### src/rtl/engine_round_controller.sv
// AES-128 round sequencer over one shared datapath; 23-cycle start-to-done, stalls on keys_ready/round_done.
// Optional per-round watchdog abort is enabled by defining ROUND_TIMEOUT_EN.
module engine_round_controller #(
  parameter int NUM_ROUNDS     = 10,
  parameter int TIMEOUT_CYCLES = 64
) (
  input  logic         clk,
  input  logic         rst,
  input  logic         start,
  input  logic [127:0] block_in,
  input  logic         keys_ready,
  input  logic [127:0] round_key,
  output logic [3:0]   key_sel,
  output logic         round_start,
  output logic [127:0] round_data,
  output logic         final_round,
  input  logic         round_done,
  input  logic [127:0] round_result,
  output logic         busy,
  output logic         done,
  output logic [127:0] block_out,
  output logic         timeout_err
);

  if (NUM_ROUNDS < 1 || NUM_ROUNDS > 15 || TIMEOUT_CYCLES < 1) begin : g_bad_params
    $error("engine_round_controller: NUM_ROUNDS must be 1..15 and TIMEOUT_CYCLES >= 1");
  end

  typedef enum logic [2:0] {
    S_IDLE,
    S_WAIT_KEYS,
    S_PRE_ADD,
    S_ISSUE,
    S_WAIT,
    S_DONE
  } state_t;

  state_t       state_q, state_d;
  logic [3:0]   round_q, round_d;
  logic [127:0] data_q, data_d;
  logic [127:0] block_out_q, block_out_d;
  logic         last_round;
  logic         wd_expired;

  assign last_round = (round_q == 4'(NUM_ROUNDS));

`ifdef ROUND_TIMEOUT_EN
  localparam int WD_W = $clog2(TIMEOUT_CYCLES + 1);

  logic [WD_W-1:0] wd_q;
  logic            timeout_q;

  // Counter sits at zero outside WAIT, so each round's wait starts from a fresh count.
  assign wd_expired = (state_q == S_WAIT) && !round_done &&
                      (wd_q == WD_W'(TIMEOUT_CYCLES - 1));

  always_ff @(posedge clk) begin
    if (rst) begin
      wd_q      <= '0;
      timeout_q <= 1'b0;
    end else begin
      timeout_q <= wd_expired;
      if (state_q != S_WAIT) begin
        wd_q <= '0;
      end else begin
        wd_q <= wd_q + 1'b1;
      end
    end
  end

  assign timeout_err = timeout_q;
`else
  assign wd_expired  = 1'b0;
  assign timeout_err = 1'b0;
`endif

  always_ff @(posedge clk) begin
    if (rst) begin
      state_q     <= S_IDLE;
      round_q     <= '0;
      data_q      <= '0;
      block_out_q <= '0;
    end else begin
      state_q     <= state_d;
      round_q     <= round_d;
      data_q      <= data_d;
      block_out_q <= block_out_d;
    end
  end

  always_comb begin
    state_d     = state_q;
    round_d     = round_q;
    data_d      = data_q;
    block_out_d = block_out_q;
    key_sel     = '0;
    round_start = 1'b0;
    final_round = 1'b0;
    done        = 1'b0;
    busy        = (state_q != S_IDLE);

    unique case (state_q)
      S_IDLE: begin
        if (start) begin
          data_d  = block_in;
          round_d = '0;
          state_d = S_WAIT_KEYS;
        end
      end
      S_WAIT_KEYS: begin
        if (keys_ready) begin
          state_d = S_PRE_ADD;
        end
      end
      S_PRE_ADD: begin
        data_d  = data_q ^ round_key;
        round_d = 4'd1;
        state_d = S_ISSUE;
      end
      S_ISSUE: begin
        key_sel     = round_q;
        round_start = 1'b1;
        final_round = last_round;
        state_d     = S_WAIT;
      end
      S_WAIT: begin
        key_sel = round_q;
        if (round_done) begin
          data_d = round_result;
          // Ciphertext is loaded on the way into DONE so it is already valid while done is high.
          if (last_round) begin
            block_out_d = round_result;
            state_d     = S_DONE;
          end else begin
            round_d = round_q + 4'd1;
            state_d = S_ISSUE;
          end
        end else if (wd_expired) begin
          state_d = S_IDLE;
        end
      end
      S_DONE: begin
        done    = 1'b1;
        state_d = S_IDLE;
      end
      default: begin
        state_d = S_IDLE;
      end
    endcase
  end

  assign round_data = data_q;
  assign block_out  = block_out_q;

endmodule

### config.mk
export PLATFORM = sky130hd
export DESIGN_NAME = engine_round_controller
export DESIGN_NICKNAME = d
export VERILOG_FILES = /design/src/rtl/engine_round_controller.sv
export SDC_FILE = /design/constraint.sdc
export NUM_CORES = 1
export LEC_CHECK = 0
export ABC_AREA = 1
export CORE_AREA = 2 2 256 258
export CTS_CLUSTER_DIAMETER = 60
export DETAILED_ROUTE_END_ITERATION = 12
export DIE_AREA = 0 0 258 260
export PLACE_DENSITY_LB_ADDON = 0.05
export SLEW_MARGIN = 20
export SYNTH_ARGS = -nofsm -noshare
export SYNTH_HDL_FRONTEND = slang
export SYNTH_SLANG_ARGS = --single-unit
### constraint.sdc
create_clock -name clk -period 1.7 [get_ports clk]
set_input_delay 0.255 -clock clk [delete_from_list [all_inputs] [get_ports clk]]
set_output_delay 0.255 -clock clk [all_outputs]
set_load 0.01 [all_outputs]
==> impl_results.md <==
* Sequential Power Share at 0.291
* RSZ-0062 raised after global routing: yes
* Final WL at 86.8 mm
* Power Density at 1090 nW/um^2
* Vias in the first global route at 15,700
* Failing checks: setup timing
* Final nets at 3,013
* Vias per cell at 4.58
* Worst path slowest cell: dfxtp_4
* Yosys cell types at 25
* Area growth syn-to-layout at 94.9%
* Maximum clock insertion buffer count at 3
* Max-cap violation count at 0
* Clk root buf: clkbuf_16
* Top Ports at 654
* Antenna violations before repair at 15
* Iter 0 DRT Violations at 911
* Leak Pwr at 11.3 nW
* Ys Warns at 0
* CP dominant cell by count: buf_6
* DRC viols at 0
* Minimum clock period at 1.83 ns
* Fillers at 6,651
* Syn Nets at 2,282
* Critical path peak fanout at 12
* Met2 routed wirelength at 41.7 mm
* Clk pin slew, worst setup/hold paths at 0.06 ns
* Synth Area per Inst at 6.81 sq um
* Max incr delay on CP at 0.36 ns
* Setup ws final at -0.128 ns
* Wire per inst at 24.7 um
* Hold Crit Class: in2reg
* Crit end category: flop
* Routed vias at 16,100
* Commonest non-fill, non-tap cell in the layout: nor2_1
* Initial core utilization at 0.201
* Die ar. at 67,100 sq um
* Die H at 260 um
* Cells after Synth at 1,891
* Largest net degree at the start of global routing at 82
* Wire length on met1 at 37.3 mm
* Die width at 258 um
* Status: finished with violations
* Port Buf Inserts at 652
* Hpwl dp at 51.5 mm
* First-pass GRT wire length at 114 mm
* CP Cell Sequence: buf_6 -> nor2_4 -> buf_6 -> buf_6 -> nand2_8 -> nor2_4 -> nand2_8 -> buf_12 -> clkbuf_16 -> o21ai_1 -> nor2_1
* Highest Signal Layer: met5
* H-tree depth at 2
* TritonCTS clock tree: built
* Clk network pwr share at 0.336
* CTS Sinks at 263
* Placer Congestion at 0.861
* Cell family with most CP delay: buffers and inverters
* Fraction of the yosys area taken by sequential cells at 0.409
* Sw frac at 0.350
* DRT antenna net count at 0
* Gr ovfl total at 0
* VDD IR max at 0.698 mV
* Yosys reg bits at 263
* Mapped cell area at 12,900 sq um
* Met3 wire len at 5.90 mm
* Drt first pass iters at 5
* Share of layout cells above drive strength 1 at 0.175
* Combinational group share of total power at 0.373
* Tcrit/Tclk final at 1.08
* TritonCTS Buffers at 44
* Total GRT Usage at 0.230
* Placed Cells at 3,329
* CP arrival at 2.29 ns
* Final std cells w/o fill at 3,517
* Final setup violation count at 267
* Hold Violations, Final at 0
* Upper clock frequency limit at 0.547 GHz
* Core Footprint at 64,100 sq um
* Crit path buf inv count at 5
* Max-slew violation count at 0
* Clk_lat worst skew at 0.57 ns
* Worst Setup Start Kind: flop
* Clock Skews at 0.0172 ns
* Final Util at 0.391
* P_int at 17.7 mW
* P_sw at 9.55 mW
* # rows at 93
* Critical Path RT at 2.17 ns
* Leading cell types in the layout, fill and taps excluded: nor2_1 (456), clkdlybuf4s50_1 (389), nand2_1 (264)
* Critical path class: reg2reg
power groups by stage:
stage	Clock, mW	Sequential [mW]	Combinational, mW
final	9.18	7.94	10.2
after global routing	9.66	8.05	10.9
after CTS	9.43	7.86	8.60
after detailed placement	0	7.97	7.72
after global placement	0	7.96	7.69
after floorplan	0	8.12	2.98
repair_timing:
| action | in CTS | in global routing |
|---|---|---|
| setup buffers | 45 | 6 |
| pin swaps | 49 | 79 |
| resized for setup | 537 | 311 |
| cloned | 33 | 33 |
| hold buffers | 0 | 0 |
| endpoints found under the setup margin | 419 | 269 |
flip-flops by register name, indices dropped and copies added, names as in the netlist:
signal,cells
round_q,4
block_out,128
round_data,128
state_q,3
Yosys cell counts:
master / number / share of area
nand3_1: 266 / 0.10
o21a_1: 1 / 0.00058
nor3_1: 3 / 0.0012
xor2_1: 128 / 0.087
nor4_1: 1 / 0.00049
inv_1: 13 / 0.0038
buf_1: 2 / 0.00058
ha_1: 2 / 0.0019
nand3_2: 2 / 0.0016
clkbuf_1: 44 / 0.013
o21ai_0: 234 / 0.091
nor2_4: 1 / 0.00087
buf_4: 7 / 0.0041
o21ai_1: 23 / 0.0089
dfxtp_1: 263 / 0.41
nor2_1: 526 / 0.15
a21oi_1: 3 / 0.0012
clkbuf_2: 3 / 0.0012
nand4_1: 1 / 0.00049
nand3b_1: 1 / 0.00058
inv_2: 4 / 0.0012
nand2_1: 275 / 0.080
buf_2: 85 / 0.033
nor2_2: 2 / 0.00097
conb_1: 1 / 0.00029
worst paths after layout:
path	start	end	slack, ns	cells past startpoint
worst max-delay path	state_q[1]	block_out[112]	-0.13	11
worst min-delay path	round_result[60]	block_out[60]	0.32	3
worst max register to register	state_q[1]	block_out[112]	-0.13	11
worst min register to register	block_out[126]	block_out[126]	0.46	2
metal layers:
layer  GRT usage  up-vias
li1            -     7658
met5           0        -
met4      0.0506       14
met3      0.0581      108
met2       0.399      544
met1       0.287     7779
cell type report:
| cell class | count | area (sq um) | share of cell area |
|---|---|---|---|
| Timing Repair Buffer | 826 | 9380 | 0.374 |
| Clock inverter | 17 | 199 | 0.00793 |
| Sequential cell | 263 | 5290 | 0.211 |
| Clock buffer | 61 | 1280 | 0.0509 |
| Tap cell | 855 | 1070 | 0.0427 |
| Multi-Input combinational cell | 1470 | 7710 | 0.308 |
| Antenna cell | 8 | 20.0 | 0.000798 |
| Inverter | 17 | 125 | 0.00499 |
tightest hold or removal path: stages:
cell             delay (ns)
clkdlybuf4s50_1        0.42
o21ai_1                0.13
nor2_1                 0.05
cell families (layout without fill, tap and decap cells):
family,count (synthesis),count (layout),share of synthesized area
AO/OA/AOI/OAI,261,261,0.102
XOR/XNOR,128,128,0.0871
adder cells (fa/ha/maj),2,2,0.00194
buffers and inverters,158,921,0.0567
flip-flops,263,263,0.409
other,1,9,0.000291
AND/OR/NAND/NOR,1078,1078,0.343
metrics by stage:
stage	TNS [ns]	hold WS, ns	setup slack [ns]	power, mW	cell area, sq um
after detailed placement	-14.71	0.471	-0.155	15.7	20800
after CTS	-20.62	0.283	-0.178	25.9	23900
after floorplan	0	0.324	0.228	11.1	12900
final	-20.60	0.324	-0.128	27.3	25100
after global placement	-10.90	0.464	-0.133	15.7	20800
after global routing	-38.24	0.322	-0.231	28.6	25100
Power figures use the tool's default switching activity.
